**src/rtl/mult_req_sequencer_pkg.sv**
```systemverilog
// -----------------------------------------------------------------------------
// mult_req_sequencer_pkg
//   Shared definitions for the request sequencer that drives the vdic_dut_2023
//   multiplier: default widths, the sequencer state encoding and the even
//   parity helper used for operands and results.
// -----------------------------------------------------------------------------
package mult_req_sequencer_pkg;

   localparam int ARG_W_DEF = 16;
   localparam int RES_W_DEF = 32;

   // Widest vector even_par() accepts. Callers zero-extend narrower vectors,
   // which leaves the parity unchanged.
   localparam int PAR_W = 64;

   typedef enum logic [1:0] {
      IDLE = 2'd0,
      REQ  = 2'd1,
      WAIT = 2'd2,
      OUT  = 2'd3
   } state_t;

   // Even parity: the bit that makes the total number of ones even.
   function automatic logic even_par(input logic [PAR_W-1:0] v);
      return ^v;
   endfunction

endpackage

```
**src/rtl/mult_req_sequencer_if.sv**
```systemverilog
// -----------------------------------------------------------------------------
// mult_req_sequencer_if
//   Bundles the three signal groups around the sequencer:
//     - operand stream   : in_valid/in_ready, in_a, in_b, in_inj_a, in_inj_b
//     - multiplier side  : arg_a/arg_b + parities, req/ack, result,
//                          result_parity, result_rdy, arg_parity_error
//     - status stream    : res_valid/res_ready, res_data, res_par_err,
//                          res_chk_err, res_timeout, plus the stray_evt pulse
//   master : the sequencer's view
//   slave  : the environment's view (operand source, multiplier, sink)
// -----------------------------------------------------------------------------
interface mult_req_sequencer_if
   import mult_req_sequencer_pkg::*;
#(
   parameter int ARG_W = ARG_W_DEF,
   parameter int RES_W = RES_W_DEF
);

   // operand stream
   logic                    in_valid;
   logic                    in_ready;
   logic signed [ARG_W-1:0] in_a;
   logic signed [ARG_W-1:0] in_b;
   logic                    in_inj_a;
   logic                    in_inj_b;

   // multiplier side
   logic signed [ARG_W-1:0] arg_a;
   logic signed [ARG_W-1:0] arg_b;
   logic                    arg_a_parity;
   logic                    arg_b_parity;
   logic                    req;
   logic                    ack;
   logic [RES_W-1:0]        result;
   logic                    result_parity;
   logic                    result_rdy;
   logic                    arg_parity_error;

   // status stream
   logic                    res_valid;
   logic                    res_ready;
   logic [RES_W-1:0]        res_data;
   logic                    res_par_err;
   logic                    res_chk_err;
   logic                    res_timeout;
   logic                    stray_evt;

   modport master (
      input  in_valid, in_a, in_b, in_inj_a, in_inj_b,
      input  ack, result, result_parity, result_rdy, arg_parity_error,
      input  res_ready,
      output in_ready,
      output arg_a, arg_b, arg_a_parity, arg_b_parity, req,
      output res_valid, res_data, res_par_err, res_chk_err, res_timeout,
      output stray_evt
   );

   modport slave (
      output in_valid, in_a, in_b, in_inj_a, in_inj_b,
      output ack, result, result_parity, result_rdy, arg_parity_error,
      output res_ready,
      input  in_ready,
      input  arg_a, arg_b, arg_a_parity, arg_b_parity, req,
      input  res_valid, res_data, res_par_err, res_chk_err, res_timeout,
      input  stray_evt
   );

endinterface

```
**src/rtl/seq_wdog_timer.sv**
```systemverilog
// -----------------------------------------------------------------------------
// seq_wdog_timer
//   Per-operation watchdog. Counts enabled cycles since the last clear and
//   flags the cycle in which the count reaches TIMEOUT, so an operation that
//   has spent TIMEOUT cycles in the request/wait phase is aborted at the edge
//   that closes its TIMEOUT-th cycle.
// Ports
//   clk        in   clock, posedge
//   rst_n      in   synchronous active-low reset
//   clear_i    in   restart the count from zero (has priority over enable_i)
//   enable_i   in   count this cycle
//   expired_o  out  this enabled cycle is the TIMEOUT-th one (combinational)
// -----------------------------------------------------------------------------
module seq_wdog_timer #(
   parameter int TIMEOUT = 255
) (
   input  logic clk,
   input  logic rst_n,
   input  logic clear_i,
   input  logic enable_i,
   output logic expired_o
);

   localparam int            CW    = $clog2(TIMEOUT + 1);
   localparam logic [CW-1:0] LAST  = CW'(TIMEOUT - 1);
   localparam logic [CW-1:0] TOP   = CW'(TIMEOUT);

   logic [CW-1:0] cnt_q;
   logic [CW-1:0] cnt_d;

   // Saturate at TOP so a stalled enable can never wrap and re-fire.
   always_comb begin
      cnt_d = cnt_q;
      if (clear_i) begin
         cnt_d = '0;
      end else if (enable_i && (cnt_q != TOP)) begin
         cnt_d = cnt_q + 1'b1;
      end
   end

   always_ff @(posedge clk) begin
      if (!rst_n) begin
         cnt_q <= '0;
      end else begin
         cnt_q <= cnt_d;
      end
   end

   // cnt_q holds the number of already completed enabled cycles, so the
   // TIMEOUT-th cycle is the one where cnt_q == TIMEOUT-1.
   assign expired_o = enable_i && !clear_i && (cnt_q == LAST);

endmodule

```
**src/rtl/mult_req_sequencer.sv**
```systemverilog
// -----------------------------------------------------------------------------
// mult_req_sequencer
//   Upstream driver for the vdic_dut_2023 multiplier. Takes one operand pair
//   per transfer on the operand stream, generates even parity for each operand
//   (optionally inverted for error injection), runs the req/ack handshake,
//   captures result/result_parity/arg_parity_error on the result_rdy pulse,
//   checks result parity and emits one status beat per operation. A watchdog
//   aborts an operation that stays in REQ/WAIT for TIMEOUT cycles.
// Ports
//   clk    in   clock, all logic on posedge
//   rst_n  in   synchronous active-low reset; every output is 0 while low
//   bus    --   mult_req_sequencer_if.master:
//                 in_valid/in_ready/in_a/in_b/in_inj_a/in_inj_b   operand stream
//                 arg_a/arg_b/arg_*_parity/req -> multiplier
//                 ack/result/result_parity/result_rdy/arg_parity_error <- multiplier
//                 res_valid/res_ready/res_data/res_par_err/res_chk_err/res_timeout
//                                                               status stream
//                 stray_evt  1-cycle pulse on ack/result_rdy while idle or
//                            presenting a status beat
// Parameters
//   ARG_W    operand width (signed)
//   RES_W    result width (2*ARG_W)
//   TIMEOUT  REQ+WAIT cycle budget per operation
// -----------------------------------------------------------------------------
module mult_req_sequencer
   import mult_req_sequencer_pkg::*;
#(
   parameter int ARG_W   = ARG_W_DEF,
   parameter int RES_W   = RES_W_DEF,
   parameter int TIMEOUT = 255
) (
   input  logic                clk,
   input  logic                rst_n,
   mult_req_sequencer_if.master bus
);

   state_t                  state_q;
   logic                    in_ready_q;
   logic                    req_q;
   logic signed [ARG_W-1:0] arg_a_q;
   logic signed [ARG_W-1:0] arg_b_q;
   logic                    arg_a_par_q;
   logic                    arg_b_par_q;
   logic                    res_valid_q;
   logic [RES_W-1:0]        res_data_q;
   logic                    res_par_err_q;
   logic                    res_chk_err_q;
   logic                    res_timeout_q;
   logic                    stray_q;

   logic                    wd_clear;
   logic                    wd_enable;
   logic                    wd_expired;
   logic                    in_par_a;
   logic                    in_par_b;
   logic                    res_par_calc;

   // The watchdog runs only while an operation is outstanding and restarts
   // from zero whenever the sequencer sits idle.
   assign wd_enable = (state_q == REQ) || (state_q == WAIT);
   assign wd_clear  = (state_q == IDLE);

   seq_wdog_timer #(
      .TIMEOUT (TIMEOUT)
   ) u_wdog (
      .clk       (clk),
      .rst_n     (rst_n),
      .clear_i   (wd_clear),
      .enable_i  (wd_enable),
      .expired_o (wd_expired)
   );

   // Operands are parity-checked as raw bit patterns, hence the unsigned
   // zero-extension into the parity helper.
   assign in_par_a     = even_par(PAR_W'($unsigned(bus.in_a)));
   assign in_par_b     = even_par(PAR_W'($unsigned(bus.in_b)));
   assign res_par_calc = even_par(PAR_W'(bus.result));

   always_ff @(posedge clk) begin
      if (!rst_n) begin
         state_q       <= IDLE;
         in_ready_q    <= 1'b0;
         req_q         <= 1'b0;
         arg_a_q       <= '0;
         arg_b_q       <= '0;
         arg_a_par_q   <= 1'b0;
         arg_b_par_q   <= 1'b0;
         res_valid_q   <= 1'b0;
         res_data_q    <= '0;
         res_par_err_q <= 1'b0;
         res_chk_err_q <= 1'b0;
         res_timeout_q <= 1'b0;
         stray_q       <= 1'b0;
      end else begin
         stray_q <= 1'b0;
         unique case (state_q)
            IDLE: begin
               stray_q <= bus.ack || bus.result_rdy;
               if (bus.in_valid && in_ready_q) begin
                  arg_a_q     <= bus.in_a;
                  arg_b_q     <= bus.in_b;
                  arg_a_par_q <= in_par_a ^ bus.in_inj_a;
                  arg_b_par_q <= in_par_b ^ bus.in_inj_b;
                  in_ready_q  <= 1'b0;
                  req_q       <= 1'b1;
                  state_q     <= REQ;
               end else begin
                  // Also the path that raises in_ready on the first edge
                  // after reset release.
                  in_ready_q <= 1'b1;
               end
            end

            // result_rdy outranks both the watchdog and ack: a result that
            // arrives in the expiry cycle is still delivered, and a result
            // together with ack skips WAIT.
            REQ: begin
               if (bus.result_rdy) begin
                  req_q         <= 1'b0;
                  res_valid_q   <= 1'b1;
                  res_data_q    <= bus.result;
                  res_par_err_q <= bus.arg_parity_error;
                  res_chk_err_q <= !bus.arg_parity_error &&
                                   (res_par_calc != bus.result_parity);
                  res_timeout_q <= 1'b0;
                  state_q       <= OUT;
               end else if (wd_expired) begin
                  req_q         <= 1'b0;
                  res_valid_q   <= 1'b1;
                  res_data_q    <= '0;
                  res_par_err_q <= 1'b0;
                  res_chk_err_q <= 1'b0;
                  res_timeout_q <= 1'b1;
                  state_q       <= OUT;
               end else if (bus.ack) begin
                  req_q   <= 1'b0;
                  state_q <= WAIT;
               end
            end

            // ack is meaningless here and deliberately ignored.
            WAIT: begin
               if (bus.result_rdy) begin
                  res_valid_q   <= 1'b1;
                  res_data_q    <= bus.result;
                  res_par_err_q <= bus.arg_parity_error;
                  res_chk_err_q <= !bus.arg_parity_error &&
                                   (res_par_calc != bus.result_parity);
                  res_timeout_q <= 1'b0;
                  state_q       <= OUT;
               end else if (wd_expired) begin
                  res_valid_q   <= 1'b1;
                  res_data_q    <= '0;
                  res_par_err_q <= 1'b0;
                  res_chk_err_q <= 1'b0;
                  res_timeout_q <= 1'b1;
                  state_q       <= OUT;
               end
            end

            // Status fields stay frozen until the sink takes the beat.
            OUT: begin
               stray_q <= bus.ack || bus.result_rdy;
               if (bus.res_ready) begin
                  res_valid_q <= 1'b0;
                  in_ready_q  <= 1'b1;
                  state_q     <= IDLE;
               end
            end

            default: begin
               state_q <= IDLE;
            end
         endcase
      end
   end

   assign bus.in_ready     = in_ready_q;
   assign bus.req          = req_q;
   assign bus.arg_a        = arg_a_q;
   assign bus.arg_b        = arg_b_q;
   assign bus.arg_a_parity = arg_a_par_q;
   assign bus.arg_b_parity = arg_b_par_q;
   assign bus.res_valid    = res_valid_q;
   assign bus.res_data     = res_data_q;
   assign bus.res_par_err  = res_par_err_q;
   assign bus.res_chk_err  = res_chk_err_q;
   assign bus.res_timeout  = res_timeout_q;
   assign bus.stray_evt    = stray_q;

endmodule

```
**src/flat_wrapper.sv**
```systemverilog
// flat-port wrapper written by rule: the top's interface ports become plain ports
module mult_req_sequencer_flat import mult_req_sequencer_pkg::*;
#(
   parameter int ARG_W   = ARG_W_DEF,
   parameter int RES_W   = RES_W_DEF,
   parameter int TIMEOUT = 255
)
  (clk, rst_n, bus_in_valid, bus_in_a, bus_in_b, bus_in_inj_a, bus_in_inj_b, bus_ack, bus_result, bus_result_parity, bus_result_rdy, bus_arg_parity_error, bus_res_ready, bus_in_ready, bus_arg_a, bus_arg_b, bus_arg_a_parity, bus_arg_b_parity, bus_req, bus_res_valid, bus_res_data, bus_res_par_err, bus_res_chk_err, bus_res_timeout, bus_stray_evt);
  mult_req_sequencer_if #(.ARG_W(ARG_W), .RES_W(RES_W)) bus_i ();
  input  logic clk;
  input  logic rst_n;
  input wire logic [$bits(bus_i.in_valid)-1:0] bus_in_valid;
  input wire logic [$bits(bus_i.in_a)-1:0] bus_in_a;
  input wire logic [$bits(bus_i.in_b)-1:0] bus_in_b;
  input wire logic [$bits(bus_i.in_inj_a)-1:0] bus_in_inj_a;
  input wire logic [$bits(bus_i.in_inj_b)-1:0] bus_in_inj_b;
  input wire logic [$bits(bus_i.ack)-1:0] bus_ack;
  input wire logic [$bits(bus_i.result)-1:0] bus_result;
  input wire logic [$bits(bus_i.result_parity)-1:0] bus_result_parity;
  input wire logic [$bits(bus_i.result_rdy)-1:0] bus_result_rdy;
  input wire logic [$bits(bus_i.arg_parity_error)-1:0] bus_arg_parity_error;
  input wire logic [$bits(bus_i.res_ready)-1:0] bus_res_ready;
  output wire logic [$bits(bus_i.in_ready)-1:0] bus_in_ready;
  output wire logic [$bits(bus_i.arg_a)-1:0] bus_arg_a;
  output wire logic [$bits(bus_i.arg_b)-1:0] bus_arg_b;
  output wire logic [$bits(bus_i.arg_a_parity)-1:0] bus_arg_a_parity;
  output wire logic [$bits(bus_i.arg_b_parity)-1:0] bus_arg_b_parity;
  output wire logic [$bits(bus_i.req)-1:0] bus_req;
  output wire logic [$bits(bus_i.res_valid)-1:0] bus_res_valid;
  output wire logic [$bits(bus_i.res_data)-1:0] bus_res_data;
  output wire logic [$bits(bus_i.res_par_err)-1:0] bus_res_par_err;
  output wire logic [$bits(bus_i.res_chk_err)-1:0] bus_res_chk_err;
  output wire logic [$bits(bus_i.res_timeout)-1:0] bus_res_timeout;
  output wire logic [$bits(bus_i.stray_evt)-1:0] bus_stray_evt;
  assign bus_i.in_valid = bus_in_valid;
  assign bus_i.in_a = bus_in_a;
  assign bus_i.in_b = bus_in_b;
  assign bus_i.in_inj_a = bus_in_inj_a;
  assign bus_i.in_inj_b = bus_in_inj_b;
  assign bus_i.ack = bus_ack;
  assign bus_i.result = bus_result;
  assign bus_i.result_parity = bus_result_parity;
  assign bus_i.result_rdy = bus_result_rdy;
  assign bus_i.arg_parity_error = bus_arg_parity_error;
  assign bus_i.res_ready = bus_res_ready;
  assign bus_in_ready = bus_i.in_ready;
  assign bus_arg_a = bus_i.arg_a;
  assign bus_arg_b = bus_i.arg_b;
  assign bus_arg_a_parity = bus_i.arg_a_parity;
  assign bus_arg_b_parity = bus_i.arg_b_parity;
  assign bus_req = bus_i.req;
  assign bus_res_valid = bus_i.res_valid;
  assign bus_res_data = bus_i.res_data;
  assign bus_res_par_err = bus_i.res_par_err;
  assign bus_res_chk_err = bus_i.res_chk_err;
  assign bus_res_timeout = bus_i.res_timeout;
  assign bus_stray_evt = bus_i.stray_evt;
  mult_req_sequencer #(.ARG_W(ARG_W), .RES_W(RES_W), .TIMEOUT(TIMEOUT)) u_core (.clk(clk), .rst_n(rst_n), .bus(bus_i));
endmodule
```
**config.mk**
```make
export PLATFORM = sky130hd
export DESIGN_NAME = mult_req_sequencer_flat
export DESIGN_NICKNAME = d
export VERILOG_FILES = /design/src/rtl/mult_req_sequencer_pkg.sv /design/src/rtl/mult_req_sequencer_if.sv /design/src/rtl/seq_wdog_timer.sv /design/src/rtl/mult_req_sequencer.sv /design/src/flat_wrapper.sv
export SDC_FILE = /design/constraint.sdc
export NUM_CORES = 1
export LEC_CHECK = 0
export ABC_AREA = 1
export BUFFER_PORTS_ARGS = -buffer_cell sky130_fd_sc_hd__buf_4
export CAP_MARGIN = 15
export CELL_PAD_IN_SITES_DETAIL_PLACEMENT = 1
export CELL_PAD_IN_SITES_GLOBAL_PLACEMENT = 2
export CORE_MARGIN = 2
export CORE_UTILIZATION = 26
export CTS_CLUSTER_SIZE = 30
export DETAILED_ROUTE_END_ITERATION = 6
export GPL_TIMING_DRIVEN = 0
export PLACE_DENSITY = 0.8
export SLEW_MARGIN = 10
export SYNTH_ARGS = -nofsm -noshare
export SYNTH_HDL_FRONTEND = slang
export SYNTH_SLANG_ARGS = --single-unit
```
**constraint.sdc**
```tcl
create_clock -name clk -period 1.9 [get_ports clk]
set_clock_uncertainty 0.05 [all_clocks]
set_input_delay 0.38 -clock clk [delete_from_list [all_inputs] [get_ports clk]]
set_output_delay 0.38 -clock clk [all_outputs]
set_load 0.1 [all_outputs]
```
Word-level counts from Yosys, hierarchy flattened
Cells that the tools add are included.
- add/subtract/negate cells: 1
- eq/ne operators: 11
- muxes and demuxes: 26
- bitwise operators: 3
- reductions and logical operators: 27
- operator list (cell ; number):
    64-bit XOR reduction ; 3
    32-bit two-way mux ; 2
    2-bit two-way mux ; 7
    1-bit two-way mux ; 13
    8-bit by 1-bit adder with 8-bit output, second input constant ; 1
    8-bit equality test, second input constant ; 1
    8-bit != test, second input constant ; 1
    2-bit one-hot mux with 4 select lines ; 1
    2-bit AND reduction ; 4
    2-bit nonzero test ; 4
    1-bit one-hot mux with 2 select lines ; 3
    3-bit AND reduction ; 2
    2-bit OR reduction ; 3
    1-bit logical AND ; 5
    2-bit equality test, second input constant ; 2
    4-bit != test, second input constant ; 1
    4-bit AND reduction ; 1
    3-bit by 1-bit != test with 1-bit output, second input constant ; 1
    3-bit != test, second input constant ; 1
    2-bit by 1-bit equality test with 1-bit output, second input constant ; 1
    1-bit zero test ; 2
    2-bit zero test ; 1
    1-bit logical OR ; 2
    2-bit by 1-bit != test with 1-bit output, second input constant ; 1
    4 further kinds ; 5
- register bits after elaboration: 83
- input bits: 74
- output and inout bits: 73
- word-level logic and storage cells: 82

Longest topological paths before layout
Gate-level depths: netlist of the first run.
- depth after elaboration: 7
- mapped depth: 16
- mapped depth without buffers: 16

Cells and area by module
A second synthesis of the first run with hierarchy kept.
- cells, all modules: 644
- area total of the unflattened synthesis: 4277.9 um2
- modules (own cells, without submodules) (module ; times used ; cells an instance ; area each (um2) ; sequential area each (um2)):
    mult_req_sequencer ; 1 ; 574 ; 3799.9 ; 1501.4
    seq_wdog_timer ; 1 ; 70 ; 478.0 ; 160.2

Worst setup path after synthesis of the first run
Ideal clock, no wire load.
- path kind: reg2reg
- from: register u_core.in_ready_q, in the netlist u_core.bus.in_ready
- to: register u_core.arg_a_q[0], in the netlist u_core.bus.arg_a[0]
- library setup time: 118 ps
- data arrival time: 1867 ps
- data required time: 1732 ps
- slack: -135 ps
- stages on the path, launching flop included: 8
- path buffers: 2
- period minus slack after synthesis: 2035 ps
- cell sequence: dfxtp_1 -> nand2_1 -> nor2_1 -> buf_2 -> inv_1 -> clkbuf_1 -> nor2_1 -> nor2_1
- cells in the longest elaborated chain, start to end: 2
- ends and longest elaborated chain (what ; line ; text):
    start: declaration ; mult_req_sequencer.sv:38 ; logic in_ready_q;
    start signal: assignment ; mult_req_sequencer.sv:82 ; in_ready_q <= 1'b0;
    start signal: assignment ; mult_req_sequencer.sv:104 ; in_ready_q <= 1'b0;
    start signal: assignment ; mult_req_sequencer.sv:110 ; in_ready_q <= 1'b1;
    1-bit logical AND ; mult_req_sequencer.sv:99 ; if (bus.in_valid && in_ready_q) begin
    2-bit AND reduction (no source line) ; n/a ;
    end signal: assignment ; mult_req_sequencer.sv:100 ; arg_a_q <= bus.in_a;
    end: declaration ; mult_req_sequencer.sv:40 ; logic signed [ARG_W-1:0] arg_a_q;
No other way between the ends.
A chain may end at the register's enable or synchronous reset.

Worst setup path in the final report of the first run
- from: register u_core.state_q[0]
- to: register u_core.state_q[0]
- cells in the longest elaborated chain, start to end: 7
- elaborated cells on any way between the ends: 16
- classes of those cells: eq/ne (7); mux (3); reduce/logical (6)
- ends and longest elaborated chain (what ; line ; text):
    start: declaration ; mult_req_sequencer.sv:37 ; state_t state_q;
    start signal: assignment ; mult_req_sequencer.sv:81 ; state_q <= IDLE;
    start signal: assignment ; mult_req_sequencer.sv:106 ; state_q <= REQ;
    start signal: assignment ; mult_req_sequencer.sv:126 ; state_q <= OUT;
    2-bit by 1-bit equality test with 1-bit output (tied with other cells) ; mult_req_sequencer.sv:60, mult_req_sequencer.sv:96 ;
    1-bit logical OR / 1-bit zero test (equally long branches) ; mult_req_sequencer.sv:60, seq_wdog_timer.sv:51 ;
    1-bit logical AND (2 in series) ; seq_wdog_timer.sv:51 ; assign expired_o = enable_i && !clear_i && (cnt_q == LAST);
    2-bit two-way mux ; mult_req_sequencer.sv:127 ; end else if (wd_expired) begin
    2-bit two-way mux ; mult_req_sequencer.sv:118 ; if (bus.result_rdy) begin
    2-bit one-hot mux with 4 select lines ; mult_req_sequencer.sv:96 ; unique case (state_q)
Parallel ways exist; a longest one is shown, timed or not.

==> metrics, run 1 <==
status completed; cell repeated most along the worst path nor2_1; Residual DRC 0; die width around 130 um; Clk Latency, worst-skew pair 0.34 ns; crit path DAT about 2.0 ns; pre-CTS setup slack -0.233 ns; RD Place Congestion 0.772; Cells after DPL ~940; crit path buf inv count 2; Power Density 1570 nW/um2; RSZ-0062 raised after global routing false; die area between 15000 and 20000 um2; Worst-path clk slew roughly 0.060 ns; Slowest cell on crit path dfxtp_4; final setup violating endpoints 0; Initial DRC Count 147; fill count between 1500 and 2000; syn nets ~670; Final period util around 93%; Top FF cell, synth dfxtp_1; Crit path max-delay family simple AND/OR/NAND/NOR gates; Syn Inst Count roughly 590; kind of critical path reg2reg; mapped cell area ~4100 um2; Die Y approximately 130 um; I/O Buffers approximately 140; CP max FO 5; Syn. warnings 0; final WL roughly 13000 um; area grow syn2layout 42.2%; number of synthesized flops with an enable pin 0; Tot Pwr between 0.009 and 0.01 W; sequential-to-total area share from yosys stat between 40% and 50%; Root Buffer clkbuf_16; max-slew violation count 0; CP peak stage delay ~0.37 ns; most frequent cells in the layout 151 x buf_4, 145 x nand2_1, 83 x nor2_1; Max-Cap Viols 0; Hold Fails Final Rpt 0; Peak Freq 563 MHz; n_diodes 0; Initial Utilization 26.7%; clock network fraction of design power between 10% and 20%; Static Leakage 2.77 nW; worst-margin pin slew 0.533 ns; Yosys cell types 25; CTS tree done; CP endpoint kind register; fin crit period 1.78 ns; cell-by-cell trace of the critical path inv_2 -> ha_4 -> nand2_1 -> nor2_1 -> nand2_2 -> nand3_1 -> nand4_1 -> buf_4 -> nor2_1 -> o21a_1; Pre-antenna DRT Iters 4; row count 45; Worst EP required between 2 and 2.5 ns; Via density about 4.5; switching power 0.00484 W; area of the core 15300 um2; initial antenna violation count 0; layout cells sized above 1 25.6%; Ports between 100 and 150; Logic pwr share roughly 55%; final net count between 800 and 900; share of flip-flops with an asynchronous set or reset 0%; CTS buffer count 9; global-route wire length before repair 21500 um; total global routing track utilization 16.1%; Syn Area/Cell roughly 7.0 um2; Yosys reg bits 83; Worst Hold Class in2reg; grt total ovfl 0; Switching Fraction roughly 53%; Max clock buf depth 2; pin count of the biggest net entering global routing 14; Int Power ~0.0043 W; clock tree sinks 83; Clock H-tree levels 3; fin worst setup slack 0.124 ns; Vias around 4300; drt wl/cell about 14 um; IR Drop Worst-Case VDD 0.732 mV; Max-Slew Margin vs Limit 64.5%; vias in the first global route between 4000 and 5000; Final Non-Filler Cells 962; Routed Antenna Nets 0; commonest non-fill, non-tap cell in the layout buf_4; Startpoint Class register; detailed placement HPWL roughly 10000 um; sequential power share between 20% and 30%
worst register-to-register path: stages (launching register included):
cell     delay (ns)
dfxtp_4        0.37
inv_2          0.07
ha_4           0.29
nand2_1        0.05
nor2_1         0.11
nand2_2        0.12
nand3_1        0.09
nand4_1        0.15
buf_4          0.18
nor2_1         0.11
o21a_1         0.13
cells by family after synthesis:
logic type / after synthesis / synth area share (%)
simple gates: 285 / 28.6
xor+xnor: 46 / 9.84
compound gates: 93 / 11.9
fa+ha+maj: 7 / 2.14
flops: 83 / 40.6
buf+inv: 73 / 6.88
flip-flops by register name (all words and copies together) (netlist names):
name                     cells
u_core.bus.in_ready          1
u_core.bus.arg_b            16
u_core.u_wdog.cnt_q          8
u_core.bus.req               1
u_core.bus.res_data         32
u_core.bus.res_par_err       1
u_core.bus.arg_a            16
u_core.bus.res_timeout       1
u_core.bus.arg_a_parity      1
u_core.bus.res_chk_err       1
u_core.bus.res_valid         1
u_core.bus.arg_b_parity      1
u_core.bus.stray_evt         1
u_core.state_q               2
through the flow:
step	utilization (%)	setup TNS (ns)	hold slack [ns]	area (um2)
after floorplan	-	0	0.385	4100
after CTS	37.8	0	0.215	5800
after global routing	38.0	0	0.228	5820
after global placement	35.5	-4.80	0.387	5440
final	38.0	0	0.223	5820
after detailed placement	35.5	-6.76	0.390	5440
path summary, 6_finish.rpt:
path	from	endpoint	slack, ns	depth (start not counted)
max reg2reg	u_core.state_q[0]	u_core.state_q[0]	0.12	10
max	u_core.state_q[0]	u_core.state_q[0]	0.12	10
min	bus_in_a[2]	u_core.bus.arg_a[2]	0.22	3
min reg2reg	u_core.bus.res_timeout	u_core.bus.res_timeout	0.40	2
power groups by stage:
stage                     sequential (W)  clock (W)  combinational, W
after floorplan                  0.00492          0           0.00121
after global placement           0.00237          0           0.00488
after detailed placement         0.00239          0           0.00496
after CTS                        0.00237    0.00179           0.00508
after global routing             0.00242    0.00187           0.00539
final                            0.00237    0.00173           0.00507
what timing repair did:
| item | in CTS | in global routing |
|---|---|---|
| gates resized for setup | 15 | 13 |
| pin swaps | 1 | 2 |
| setup buffers | 2 | 2 |
| setup endpoints to repair | 59 | 63 |
| hold buffers | 0 | 0 |
layer usage:
layer / part of all wire, % / track usage (%) / vias to the layer above / routed length [um]
li1: - / - / 2182 / -
met1: 44 / 19.0 / 1983 / 5810
met2: 46 / 27.2 / 117 / 6120
met3: 8.8 / 6.19 / 12 / 1170
met4: 1.3 / 4.93 / 0 / 174
met5: 0 / 0 / - / 0
synth_stat cells (2+ instances only):
| master | number | share of area [%] |
|---|---|---|
| nand2_1 | 147 | 13 |
| dfxtp_1 | 83 | 41 |
| nor2_1 | 83 | 7.6 |
| a21oi_1 | 47 | 5.7 |
| inv_1 | 45 | 4.1 |
| nand3_1 | 40 | 4.9 |
| o21ai_0 | 40 | 4.9 |
| xnor2_1 | 31 | 6.6 |
| clkbuf_1 | 19 | 1.7 |
| xor2_1 | 15 | 3.2 |
| ha_1 | 7 | 2.1 |
| buf_2 | 6 | 0.73 |
| nor3_1 | 4 | 0.49 |
| nand3b_1 | 3 | 0.55 |
| nand4_1 | 3 | 0.46 |
| a31oi_1 | 2 | 0.31 |
| inv_2 | 2 | 0.18 |
| nand2_2 | 2 | 0.31 |
| o21a_1 | 2 | 0.37 |
cell type report:
class	instances	area (um2)	share of cell area, %
multi-input combinational	431	2190	37.7
sequential	83	1670	28.6
timing repair buffer	148	1110	19.1
tap	211	264	4.53
clock buffer	11	233	4.00
inverter	47	176	3.03
buffer	26	124	2.13
clock inverter	5	53.8	0.924
(Power assumes the default switching activity.)
==> run 2: changes to the inputs <==
--- a/config.mk
+++ b/config.mk
@@ -15,6 +15,7 @@
 export CTS_CLUSTER_SIZE = 30
 export DETAILED_ROUTE_END_ITERATION = 6
 export GPL_TIMING_DRIVEN = 0
+export MAX_ROUTING_LAYER = met4
 export PLACE_DENSITY = 0.8
 export SLEW_MARGIN = 10
 export SYNTH_ARGS = -nofsm -noshare
==> run 2 against run 1 <==
Compared with the run above:
- power is essentially flat
- combinational power is essentially flat
- maximum frequency is essentially flat
- non-clock buffer count is the same
- largest cell class unchanged
- highest routed layer unchanged
==> metrics, run 2 (synthesis gave the netlist of run 1 again) <==
status completed; total global routing track utilization 16.6% (+0.47 points); vias in the first global route 4542 (+0.044%); Cells after DPL 942 (unchanged); CTS tree done; final WL 13300 um (-0.21%); global-route wire length before repair 21500 um (-0.13%); Crit path max-delay family simple AND/OR/NAND/NOR gates; Peak Freq 563 MHz (about the same); kind of critical path reg2reg; post-layout util 38.0% (unchanged); CTS buffer count 9 (unchanged); die width 129 um (unchanged); final net count 827 (unchanged); worst-margin pin slew 0.533 ns (-0.0000238 ns); final setup violating endpoints 0 (unchanged); die area 16800 um2 (unchanged); area of the core 15300 um2 (unchanged); Root Buffer clkbuf_16; CP peak stage delay 0.37 ns (about the same); Via density 4.46 (about the same); fin crit period 1.78 ns (-0.000481 ns); I/O Buffers 144 (unchanged); n_diodes 0 (unchanged); detailed placement HPWL 10400 um (unchanged); Residual DRC 0 (unchanged); CP max FO 5 (unchanged); CP endpoint kind register; Vias 4290 (-0.093%); clock tree sinks 83 (unchanged); RD Place Congestion 0.783 (+1.3%); Worst-path clk slew 0.06 ns (about the same); initial antenna violation count 0 (unchanged); Max clock buf depth 2 (unchanged); Max-Slew Margin vs Limit 64.5% (about the same); crit path DAT 2.01 ns (about the same); Worst Hold Class in2reg; row count 45 (unchanged); pin count of the biggest net entering global routing 14 (unchanged); Startpoint Class register; Static Leakage 2.77 nW (unchanged); Die Y 129 um (unchanged); Clock H-tree levels 3 (unchanged); max-slew violation count 0 (unchanged); drt wl/cell 13.8 um (-0.21%); Max-Cap Viols 0 (unchanged); Ports 147 (unchanged); max reg flops 32 (unchanged); Worst EP required 2.13 ns (about the same); crit path buf inv count 2 (unchanged); Power Density 1570 nW/um2 (about the same); Initial Utilization 26.7% (unchanged); Final Non-Filler Cells 962 (unchanged); cell repeated most along the worst path nor2_1; most frequent cells in the layout 151 x buf_4, 145 x nand2_1, 83 x nor2_1; grt total ovfl 0 (unchanged); Final period util 93.4% (about the same); cell-by-cell trace of the critical path inv_2 -> ha_4 -> nand2_1 -> nor2_1 -> nand2_2 -> nand3_1 -> nand4_1 -> buf_4 -> nor2_1 -> o21a_1; area grow syn2layout 42.2% (unchanged); layout cells sized above 1 25.6% (unchanged); Hold Fails Final Rpt 0 (unchanged); Clk Latency, worst-skew pair 0.34 ns (about the same); Slowest cell on crit path dfxtp_4; RSZ-0062 raised after global routing false; Initial DRC Count 149 (+1.4%); Pre-antenna DRT Iters 4 (unchanged); commonest non-fill, non-tap cell in the layout buf_4; Routed Antenna Nets 0 (unchanged); IR Drop Worst-Case VDD 0.733 mV (+0.20%)
run 2: cell counts in the layout (fill, tap and decap cells not counted):
No cell type changed its count.
run 2: worst min-delay path, delay by kind of cell:
family	cells	cell delay, ns
buffers and inverters	1	0.09
AND/OR/NAND/NOR	2	0.12
run 2: what timing repair did:
action,in CTS,in global routing
hold buffers,0,0
buffers inserted,2,2
setup endpoints to repair,59,63
gates resized for setup,15,13
cloned,0,0
pin swaps,1,2
run 2: worst paths after layout:
| check | startpoint | cells past startpoint | end | slack, ns |
|---|---|---|---|---|
| worst min register to register | u_core.bus.res_timeout | 2 | u_core.bus.res_timeout | 0.40 |
| worst min-delay path | bus_in_a[2] | 3 | u_core.bus.arg_a[2] | 0.22 |
| worst max-delay path | u_core.state_q[0] | 10 | u_core.state_q[0] | 0.12 |
| worst max register to register | u_core.state_q[0] | 10 | u_core.state_q[0] | 0.12 |
run 2: area by class of cell:
| type | count | area [um2] |
|---|---|---|
| Buffer | 26 | 124 |
| Clock buffer | 11 | 233 |
| Clock inverter | 5 | 53.8 |
| Fill cell | 1943 | 9490 |
| Inverter | 47 | 176 |
| Multi-Input combinational cell | 431 | 2190 |
| Sequential cell | 83 | 1670 |
| Tap cell | 211 | 264 |
| Timing Repair Buffer | 148 | 1110 |
run 2: through the flow:
stage               worst slack [ns]  total power [W]  instance area, um2  setup TNS (ns)  hold WS (ns)
floorplan                      0.165          0.00614                4100               0         0.385
global placement              -0.163          0.00725                5440           -4.80         0.387
detailed placement            -0.233          0.00735                5440           -6.76         0.390
CTS                          0.00414          0.00924                5800               0         0.215
global route                  0.0100          0.00968                5820               0         0.230
finish                         0.125          0.00916                5820               0         0.223
run 2: report_power, final:
group | switching, W | internal, W | total, W
sequential | 0.000234 | 0.00214 | 0.00237
clock | 0.000710 | 0.00101 | 0.00172
combinational | 0.00389 | 0.00118 | 0.00507
run 2: per-layer routing:
| metal | part of all wire, % | track usage, % | wire length (um) |
|---|---|---|---|
| met1 | 45 | 19.8 | 5990 |
| met2 | 46 | 27.2 | 6120 |
| met3 | 7.4 | 4.95 | 987 |
| met4 | 1.2 | 4.93 | 163 |
| met5 | 0 | - | 0 |
